==> config.mk <==
export PLATFORM = sky130hd
export DESIGN_NAME = seq_chunk_adder
export DESIGN_NICKNAME = d
export VERILOG_FILES = /design/src/rtl/seq_chunk_adder.sv
export SDC_FILE = /design/constraint.sdc
export NUM_CORES = 1
export LEC_CHECK = 0
export CORE_MARGIN = 4
export CORE_UTILIZATION = 45
export CTS_CLUSTER_SIZE = 16
export DETAILED_ROUTE_END_ITERATION = 10
export GPL_ROUTABILITY_DRIVEN = 0
export PLACE_DENSITY = 0.72
export SKIP_CTS_REPAIR_TIMING = 1
export SLEW_MARGIN = 20
export SYNTH_ARGS = -nofsm -noshare
export SYNTH_HDL_FRONTEND = slang
export SYNTH_SLANG_ARGS = --single-unit
==> constraint.sdc <==
create_clock -name clk -period 4.5 [get_ports clk]
set_input_delay 0.9 -clock clk [delete_from_list [all_inputs] [get_ports clk]]
set_output_delay 0.9 -clock clk [all_outputs]
set_load 0.02 [all_outputs]
==> src/rtl/seq_chunk_adder.sv <==
// Multi-cycle adder/subtractor: adds CHUNK bits per clock with the carry held between chunks.
// Define SEQ_CHUNK_ADDER_SAT_EN to clamp the result to the signed range on overflow.
module seq_chunk_adder #(
   parameter int WIDTH = 16,
   parameter int CHUNK = 4
) (
   input  logic             clk,
   input  logic             rst,
   input  logic             in_valid,
   output logic             in_ready,
   input  logic [WIDTH-1:0] a,
   input  logic [WIDTH-1:0] b,
   input  logic             cin,
   input  logic             sub,
   output logic             out_valid,
   input  logic             out_ready,
   output logic [WIDTH-1:0] sum,
   output logic             cout,
   output logic             ovf
);

   localparam int NCHUNK = WIDTH / CHUNK;
   localparam int KW     = $clog2(NCHUNK + 1);

   localparam logic [1:0] S_IDLE = 2'd0;
   localparam logic [1:0] S_BUSY = 2'd1;
   localparam logic [1:0] S_DONE = 2'd2;

   logic [1:0]       r_state;
   logic [WIDTH-1:0] r_a;
   logic [WIDTH-1:0] r_b;
   logic [WIDTH-1:0] r_sum;
   logic             r_carry;
   logic             r_cout;
   logic             r_ovf;
   logic [KW-1:0]    r_k;

   logic [CHUNK:0]   w_chunk;
   logic [WIDTH-1:0] w_sum_shift;
   logic [WIDTH-1:0] w_a_shift;
   logic [WIDTH-1:0] w_b_shift;
   logic [WIDTH-1:0] w_sum_final;
   logic             w_last;
   logic             w_c_msb;
   logic             w_ovf;

   // Operands shift right one chunk per cycle, so the active chunk always sits in the low bits
   // and result chunks enter r_sum from the top.
   assign w_chunk = {1'b0, r_a[CHUNK-1:0]} + {1'b0, r_b[CHUNK-1:0]} + {{CHUNK{1'b0}}, r_carry};
   assign w_last  = (r_k == KW'(NCHUNK - 1));

   generate
      if (CHUNK == WIDTH) begin : g_single
         assign w_sum_shift = w_chunk[CHUNK-1:0];
         assign w_a_shift   = '0;
         assign w_b_shift   = '0;
      end else begin : g_multi
         assign w_sum_shift = {w_chunk[CHUNK-1:0], r_sum[WIDTH-1:CHUNK]};
         assign w_a_shift   = {{CHUNK{1'b0}}, r_a[WIDTH-1:CHUNK]};
         assign w_b_shift   = {{CHUNK{1'b0}}, r_b[WIDTH-1:CHUNK]};
      end
   endgenerate

   // On the last chunk the operand MSBs are at bit CHUNK-1; sum bit = a ^ b ^ carry-in recovers it.
   assign w_c_msb = r_a[CHUNK-1] ^ r_b[CHUNK-1] ^ w_chunk[CHUNK-1];
   assign w_ovf   = w_c_msb ^ w_chunk[CHUNK];

`ifdef SEQ_CHUNK_ADDER_SAT_EN
   assign w_sum_final = !w_ovf       ? w_sum_shift :
                        r_a[CHUNK-1] ? {1'b1, {(WIDTH-1){1'b0}}} :
                                       {1'b0, {(WIDTH-1){1'b1}}};
`else
   assign w_sum_final = w_sum_shift;
`endif

   always_ff @(posedge clk) begin
      if (rst) begin
         r_state <= S_IDLE;
         r_a     <= '0;
         r_b     <= '0;
         r_sum   <= '0;
         r_carry <= 1'b0;
         r_cout  <= 1'b0;
         r_ovf   <= 1'b0;
         r_k     <= '0;
      end else begin
         case (r_state)
            S_IDLE: begin
               if (in_valid) begin
                  r_a     <= a;
                  r_b     <= sub ? ~b : b;
                  r_carry <= cin ^ sub;
                  r_k     <= '0;
                  r_state <= S_BUSY;
               end
            end
            S_BUSY: begin
               r_a     <= w_a_shift;
               r_b     <= w_b_shift;
               r_carry <= w_chunk[CHUNK];
               r_k     <= r_k + KW'(1);
               if (w_last) begin
                  r_sum   <= w_sum_final;
                  r_cout  <= w_chunk[CHUNK];
                  r_ovf   <= w_ovf;
                  r_state <= S_DONE;
               end else begin
                  r_sum   <= w_sum_shift;
               end
            end
            S_DONE: begin
               if (out_ready) begin
                  r_state <= S_IDLE;
               end
            end
            default: r_state <= S_IDLE;
         endcase
      end
   end

   assign in_ready  = (r_state == S_IDLE) && !rst;
   assign out_valid = (r_state == S_DONE);
   assign sum       = r_sum;
   assign cout      = r_cout;
   assign ovf       = r_ovf;

endmodule
==> results of run 1 <==
-- through the flow --
stage          worst slack, ps  hold slack (ps)  utilization [%]  instance area (um^2)
6_report                  1640              458             56.5                  3390
5_1_grt                   1470              490             56.5                  3390
4_1_cts                   1640              463             56.5                  3390
3_5_place_dp              1310              448             54.9                  3290
3_3_place_gp              1380              442             54.9                  3290
2_1_floorplan             2020              454                -                  2800
-- power by group --
group | leakage, uW | total (uW) | internal (uW) | switching [uW]
combinational | 0.000733 | 216 | 102 | 114
clock | 0.0000516 | 292 | 126 | 166
sequential | 0.000459 | 545 | 527 | 18.3
-- cell type report --
class,count,area share [%]
Multi-Input combinational cell,244,43.1
Sequential cell,56,33.1
Timing Repair Buffer,60,17.4
Tap cell,75,2.77
Clock buffer,6,2.44
Inverter,7,0.776
Clock inverter,2,0.406
-- worst max path at each step --
stage	start	endpoint	slack, ps	cells past startpoint
6_report	in_valid	r_b[14]	1640	4
2_1_floorplan	rst	in_ready	2020	2
3_5_place_dp	in_valid	r_b[14]	1310	4
5_1_grt	in_valid	r_a[12]	1470	5
3_3_place_gp	in_valid	r_b[15]	1380	4
4_1_cts	in_valid	r_b[14]	1640	4
-- routing by layer --
metal | vias to the layer above | global-route usage (%)
li1 | 1190 | -
met3 | 5 | 3.23
met1 | 1051 | 23.2
met2 | 55 | 26.5
met4 | 0 | 3.40
met5 | - | 0
-- critical path, stage by stage --
cell,delay (ps)
clkdlybuf4s50_1,910
nor2b_1,860
nor2_2,50
a2111oi_2,350
-- flip-flops by register name, indices dropped and copies added (netlist names) --
signal	count
cout	1
ovf	1
r_a	16
r_b	16
r_carry	1
r_k	3
r_state	2
sum	16
-- layout by cell type (no fill, tap or decap) --
cell / netlist / routed
a2bb2oi_1: 2 / 2
a211oi_1: 2 / 2
o21ai_1: 1 / 1
dfxtp_1: 56 / 56
nor3b_1: 1 / 1
clkinv_2: 0 / 1
nor2b_1: 28 / 28
a2111oi_2: 4 / 4
nand3b_1: 1 / 1
nand3_1: 1 / 1
nor2_2: 5 / 5
buf_4: 9 / 3
nand2_1: 37 / 37
o21ai_0: 10 / 10
o31ai_1: 1 / 1
a222oi_1: 1 / 1
clkdlybuf4s50_1: 0 / 56
xor2_1: 13 / 13
a311oi_1: 1 / 1
clkbuf_8: 0 / 6
fa_1: 2 / 2
a21oi_1: 34 / 34
a211oi_2: 3 / 3
buf_2: 5 / 1
inv_1: 7 / 7
nor2_1: 49 / 49
nor2b_4: 2 / 2
xnor2_1: 6 / 6
nor3_1: 13 / 13
o21bai_4: 1 / 1
ha_1: 5 / 5
o22ai_1: 2 / 2
inv_6: 0 / 1
a22oi_1: 15 / 15
nand2b_1: 4 / 4
-- cells by family (layout without fill, tap and decap cells) --
| group | Yosys count | in the layout | synth area share, % |
|---|---|---|---|
| AND/OR/NAND/NOR | 141 | 141 | 23.9 |
| AO/OA/AOI/OAI | 77 | 77 | 18.8 |
| flip-flops | 56 | 56 | 40.1 |
| buffers and inverters | 34 | 75 | 7.61 |
| XOR/XNOR | 19 | 19 | 5.95 |
| adder cells (fa/ha/maj) | 7 | 7 | 3.67 |
==> results by group, run 1 <==
Worst setup path
  – Startpoint Class: input port
  – CP Data Required Time: 4710 ps
  – WP data arrival: 3080 ps
  – R2r endpoint: ovf
  – Worst setup EP type: flop
  – FF-to-FF path depth: 7
  – Worst r2r src: r_b[0]
  – Max FO, Critical Path: 19
  – Reg-to-reg slack, setup: 2350 ps
  – CP Class: input port to flop

Drt
  – DR vias: 2301
  – Routed wire length on met3: 304 um
  – Routed len/inst: 13.6 um
  – Vias per cell: 5.11
  – Post-route DRC: 0
  – Detailed-router iteration count before antenna repair: 4
  – Post-route ant nets: 0
  – Met1 wire length: 2.92 mm
  – Uppermost layer routed: met4
  – DR iter-0 viols: 145
  – Drt total wl: 6.10 mm
  – Routed length on met2: 2.83 mm

GRT
  – Tot GR Track Use: 16.6%
  – Largest net degree at the start of global routing: 58
  – Vias in the first global route: 2140
  – Grt total ovfl: 0
  – Initial antenna violation count: 0
  – First-pass GRT wire length: 10.1 mm

Cells and area
  – # nets final: 419
  – Final non-filler cell total: 450
  – Area growth syn-to-layout: 21.2%
  – Layout fillers: 564
  – Multi-input gate area: 1460 um^2
  – Reg area: 1120 um^2
  – Antenna fix cells: 0
  – Ratio of cells with drive above 1 in the final layout: 7.20%

Floorplanning
  – FP Rows: 28
  – # IOs: 58
  – Die X: 86.8 um
  – Starting density of the core: 46.7%
  – Die Height: 86.8 um
  – Core area: 5990 um^2
  – Die Area: 7540 um^2

STA
  – Min Tclk post-route: 2860 ps
  – Clock Skew: 8.93 ps
  – Max-Slew Margin vs Limit: 34.1%
  – Total negative slack: 0 ps
  – Fin crit share: 63.7%
  – Final setup vio count: 0
  – Count of final max-slew check failures: 0
  – RSZ-0062 raised after global routing: no
  – F_max: 349 MHz
  – Worst-Margin Slew: 986 ps
  – Fin. Hold Viols: 0

Power
  – Lkg Pwr: 0.00124 uW
  – Power Density: 311 nW/um^2
  – Total power: 1050 uW
  – Peak supply drop: 0.179 mV

Worst hold path
  – HP Start: sum[0]
  – Min-Delay Path Depth: 2
  – Hold path endpoint: sum[0]
  – Min-Delay Path Class: flop to flop

Synthesis
  – Mean area per synthesized cell: 8.37 um^2
  – Ys flop type: dfxtp_1
  – Top-count cell post-synth: dfxtp_1
  – Syn. warnings: 0
  – Net Count, Synth: 379
  – Top cells by area, synth: dfxtp_1 (40%), nor2_1 (6.6%), nor2b_1 (6.3%), a21oi_1 (6.1%), nand2_1 (5.0%)
  – Top cells by count, synth: dfxtp_1 (56), nor2_1 (49), nand2_1 (37)
  – Fraction of registers with async set/reset: 0%
  – Sequential area share after synthesis: 40.1%
  – Flops & latches, synth: 56
  – Mapped cell area: 2800 um^2
  – Yosys cell types: 33
  – Post-synth EDFFs: 0
  – Yosys top cell area share: 40.1%
  – Synth Instances: 334
  – Area leader, netlist: dfxtp_1

Placed design
  – Port Buffers: 57
  – Placed instance count: 442
  – Final HPWL DP: 4.14 mm

Clock tree
  – Clk slew on worst S/H paths: 100 ps
  – CTS tree: yes
  – Clk_lat worst skew: 310 ps
  – Htree depth: 2
  – Root buffer cell: clkbuf_8
  – CTS Sinks: 56
  – Number of buffers created by CTS: 5
  – CTS Buffer Depth: 2

Run
  – Max-cap viol count: 0

Run status
  – Outcome: complete, no violations
Note: power is estimated with default switching activity, not from simulation.
==> inputs of run 2 (changes only) <==
==> constraint.sdc (replaced) <==
create_clock -name clk -period 2.9 [get_ports clk]
set_input_delay 0.58 -clock clk [delete_from_list [all_inputs] [get_ports clk]]
set_output_delay 0.58 -clock clk [all_outputs]
set_load 0.02 [all_outputs]
==> run 2 against run 1 <==
Compared with the run above: critical path depth is 3 higher; sequential power is 56% higher; design area is 1.7% higher; critical path type is now flop to flop.
==> results by group, run 2 (same netlist as run 1, synthesis figures left out) <==
Worst setup path
  – CP Class: flop to flop
  – CP Data Required Time: 3130 ps
  – Crit path top cell by count: fa_1
  – Slowest stage delay, CP: 460 ps
  – WP data arrival: 2390 ps
  – Max FO, Critical Path: 3
  – Worst setup EP type: flop
  – Startpoint Class: flop
  – Critical path's slowest cell: fa_1
  – WP buf/inv: 1
  – Crit path max-delay family: adder cells
  – CP Cell Sequence: inv_1 -> fa_1 -> fa_1 -> nand2b_1 -> a21oi_1 -> xnor2_1 -> a311oi_1

STA
  – Max-Slew Margin vs Limit: 51.0%
  – Count of final max-slew check failures: 0
  – Worst-Margin Slew: 733 ps
  – Clock Skew: 8.40 ps
  – Min Tclk post-route: 2160 ps
  – Fin. Hold Viols: 0
  – F_max: 463 MHz
  – Fin crit share: 74.4%
  – Total negative slack: 0 ps
  – Final setup vio count: 0
  – RSZ-0062 raised after global routing: no

Placed design
  – Port Buffers: 57
  – Final HPWL DP: 4.23 mm
  – Area post-placement: 3330 um^2

GRT
  – Grt total ovfl: 0
  – Tot GR Track Use: 16.8%
  – First-pass GRT wire length: 10.2 mm
  – Largest net degree at the start of global routing: 58
  – Initial antenna violation count: 0
  – Vias in the first global route: 2111

Worst hold path
  – Min-Delay Path Class: flop to flop

Clock tree
  – CTS Buffer Depth: 2
  – CTS tree: yes
  – CTS Sinks: 56
  – Root buffer cell: clkbuf_8
  – Clk slew on worst S/H paths: 100 ps
  – Htree depth: 2
  – Number of buffers created by CTS: 5
  – Clk_lat worst skew: 310 ps

Cells and area
  – Reg area: 1120 um^2
  – Antenna fix cells: 0
  – # nets final: 424
  – Ratio of cells with drive above 1 in the final layout: 8.42%
  – Layout fillers: 560
  – Area growth syn-to-layout: 23.2%
  – Post-route cell area: 3440 um^2
  – Multi-input gate area: 1460 um^2
  – Commonest non-fill, non-tap cells in the layout: dfxtp_1 (56), clkdlybuf4s50_1 (56), nor2_1 (49)

Run status
  – Outcome: complete, no violations

Floorplanning
  – # IOs: 58
  – Die Height: 86.8 um
  – Core area: 5990 um^2
  – Starting density of the core: 46.7%
  – FP Rows: 28
  – Die X: 86.8 um
  – Die Area: 7540 um^2

Drt
  – Post-route DRC: 0
  – DR vias: 2346
  – Routed len/inst: 13.6 um
  – Vias per cell: 5.16
  – Met1 wire length: 2.99 mm
  – Uppermost layer routed: met4
  – Routed wire length on met3: 377 um
  – DR iter-0 viols: 156
  – Detailed-router iteration count before antenna repair: 4
  – Drt total wl: 6.20 mm
  – Routed length on met2: 2.80 mm
  – Post-route ant nets: 0

Power
  – Lkg Pwr: 0.00127 uW
  – Power Density: 497 nW/um^2
  – Peak supply drop: 0.320 mV

Run
  – Max-cap viol count: 0
## run 2: final timing paths
path	slack, ps	from	cells past startpoint	endpoint
hold / removal	460	sum[1]	2	sum[1]
hold reg to reg	460	sum[1]	2	sum[1]
setup / recovery	740	r_a[0]	7	ovf
setup reg to reg	740	r_a[0]	7	ovf
## run 2: layout make-up
cell class              count  share of cell area, %
flip-flops and latches     56                   32.5
repair buffers             65                   18.2
well taps                  75                   2.72
clock inverters             3                   1.38
multi-input cells         244                   42.4
inverters                   7                  0.763
clock buffers               5                   2.00
## run 2: where the power goes
group          switching [uW]  internal [uW]  total, uW
Sequential               29.8            818        848
Clock                     263            260        524
Combinational             176            164        341
Total                     470           1240       1710
## run 2: worst register-to-register path, cell delays in order (launching register included)
cell and delay [ps]:
dfxtp_1 320, inv_1 60, fa_1 460, fa_1 390, nand2b_1 180, a21oi_1 300
xnor2_1 110, a311oi_1 250
## run 2: stage by stage
step / utilization, % / total power (uW) / std cells / setup slack, ps / hold slack (ps)
after floorplan: - / 1100 / 334 / 959 / 454
after detailed placement: 55.6 / 1210 / 447 / 517 / 448
after CTS: 57.5 / 1730 / 455 / 759 / 463
final: 57.5 / 1710 / 455 / 741 / 461
after global routing: 57.5 / 1800 / 455 / 633 / 496
after global placement: 55.6 / 1200 / 447 / 564 / 441
## run 2: per-layer routing
metal | up-vias | track usage, %
li1 | 1206 | -
met1 | 1068 | 23.9
met2 | 66 | 26.4
met3 | 6 | 3.80
met4 | 0 | 2.97
met5 | - | 0
==> inputs of run 3 (changes only) <==
--- a/config.mk
+++ b/config.mk
@@ -10,7 +10,7 @@
 export CTS_CLUSTER_SIZE = 16
 export DETAILED_ROUTE_END_ITERATION = 10
 export GPL_ROUTABILITY_DRIVEN = 0
-export PLACE_DENSITY = 0.72
+export PLACE_DENSITY = 0.74
 export SKIP_CTS_REPAIR_TIMING = 1
 export SLEW_MARGIN = 20
 export SYNTH_ARGS = -nofsm -noshare
==> constraint.sdc (replaced) <==
create_clock -name clk -period 1.9 [get_ports clk]
set_input_delay 0.38 -clock clk [delete_from_list [all_inputs] [get_ports clk]]
set_output_delay 0.38 -clock clk [all_outputs]
set_load 0.02 [all_outputs]
==> run 3 against run 2 <==
Compared with the run above: flip-flop and latch count unchanged; first-iteration DRC count decreased by 38%; sequential share of layout area decreased by 1.2 points.
==> results by group, run 3 (same netlist as run 1, synthesis figures left out) <==
Run status
  – Outcome: complete, no violations

Cells and area
  – Antenna fix cells: 0
  – Final non-filler cell total: 465
  – # nets final: 434
  – Utilization after layout: 59.7%
  – Commonest non-fill, non-tap cells in the layout: dfxtp_1 (56), clkdlybuf4s50_1 (54), nor2_1 (49)
  – Area growth syn-to-layout: 27.9%
  – Most common cell after layout, fill and taps aside: dfxtp_1
  – Ratio of cells with drive above 1 in the final layout: 11.5%

STA
  – Total negative slack: 0 ps
  – Fin crit share: 96.9%
  – Min Tclk post-route: 1840 ps
  – Max-Slew Margin vs Limit: 57.2%
  – F_max: 543 MHz
  – RSZ-0062 raised after global routing: yes
  – Worst-Margin Slew: 642 ps
  – Worst hold slack: 458 ps
  – Clock Skew: 2.38 ps
  – Fin. Hold Viols: 0
  – Count of final max-slew check failures: 0
  – Final setup vio count: 0

Floorplanning
  – Die Height: 86.8 um
  – Die X: 86.8 um
  – Die Area: 7540 um^2
  – # IOs: 58
  – Starting density of the core: 46.7%
  – Core area: 5990 um^2
  – FP Rows: 28

Worst setup path
  – Worst r2r src: r_a[0]
  – CP Class: flop to flop
  – Startpoint Class: flop
  – Worst setup EP type: flop
  – WP data arrival: 2060 ps
  – CP Data Required Time: 2120 ps
  – Reg-to-reg slack, setup: 60 ps
  – R2r endpoint: ovf
  – Max FO, Critical Path: 2
  – FF-to-FF path depth: 7

Worst hold path
  – Min-Delay Path Depth: 2
  – HP Start: sum[1]
  – Hold path endpoint: sum[1]
  – Min-Delay Path Class: flop to flop

GRT
  – Vias in the first global route: 2197
  – Initial antenna violation count: 0
  – Largest net degree at the start of global routing: 58
  – Tot GR Track Use: 16.7%
  – First-pass GRT wire length: 10.2 mm
  – Grt total ovfl: 0

Power
  – Peak supply drop: 0.366 mV
  – Lkg Pwr: 0.00137 uW
  – Power Density: 707 nW/um^2
  – Total power: 2530 uW

Drt
  – Vias per cell: 5.13
  – Post-route DRC: 0
  – Detailed-router iteration count before antenna repair: 4
  – DR iter-0 viols: 96
  – Post-route ant nets: 0
  – Drt total wl: 5.93 mm
  – DR vias: 2386
  – Routed len/inst: 12.8 um

Clock tree
  – Htree depth: 2
  – Root buffer cell: clkbuf_8
  – CTS Buffer Depth: 2
  – Clk slew on worst S/H paths: 90 ps
  – Clk_lat worst skew: 300 ps
  – Number of buffers created by CTS: 5
  – CTS Sinks: 56
  – CTS tree: yes

Placed design
  – Placed instance count: 457
  – Final HPWL DP: 4.23 mm
  – Port Buffers: 57

Run
  – Max-cap viol count: 0
run 3: cell types whose count changed in the layout (fill, tap and decap cells not counted), moves of 2 or more:
cell	before	now
fa_1	2	0
fa_2	0	2
clkinv_4	2	0
buf_12	0	4
dlymetal6s2s_1	0	2
buf_4	8	14
clkdlybuf4s50_1	56	54
run 3: layout make-up:
class                           count  area [um^2]
Fill cell                         528         2410
Multi-Input combinational cell    244         1490
Sequential cell                    56         1120
Timing Repair Buffer               75          756
Tap cell                           75         93.8
Clock buffer                        7         86.3
Inverter                            7         26.3
Clock inverter                      1         7.51
run 3: metrics by stage:
stage	cell area, um^2	worst slack, ps
after global placement	3460	-12.8
after CTS	3550	-104
after detailed placement	3460	-85.5
after floorplan	2800	4.96
after global routing	3580	-29.9
final	3580	59.3
run 3: worst max-delay path by stage:
| stage | startpoint | endpoint | slack [ps] | depth (start not counted) |
|---|---|---|---|---|
| final | r_a[0] | ovf | 60 | 7 |
| after detailed placement | r_a[0] | ovf | -90 | 7 |
| after CTS | r_a[0] | ovf | -100 | 7 |
| after global placement | r_a[0] | ovf | -10 | 7 |
| after global routing | r_a[0] | cout | -30 | 8 |
| after floorplan | r_a[0] | ovf | 5 | 7 |
run 3: worst max-delay path, stage by stage (launching register included):
cell      delay [ps]
dfxtp_1          320
inv_1             70
fa_2             400
fa_2             350
nand2b_4         160
a21oi_4          160
xnor2_1           70
a311oi_1         230
run 3: where the power goes:
part	total, uW	internal, uW	switching, uW
Clock	671	297	374
Sequential	1290	1250	44.0
Combinational	563	284	280
run 3: layer usage:
| metal | part of all wire, % | vias up | track usage, % |
|---|---|---|---|
| met4 | 0.49 | 0 | 4.25 |
| met5 | 0 | - | 0 |
| met1 | 48 | 1093 | 23.4 |
| met2 | 46 | 68 | 26.6 |
| met3 | 5.6 | 4 | 2.95 |
| li1 | - | 1221 | - |
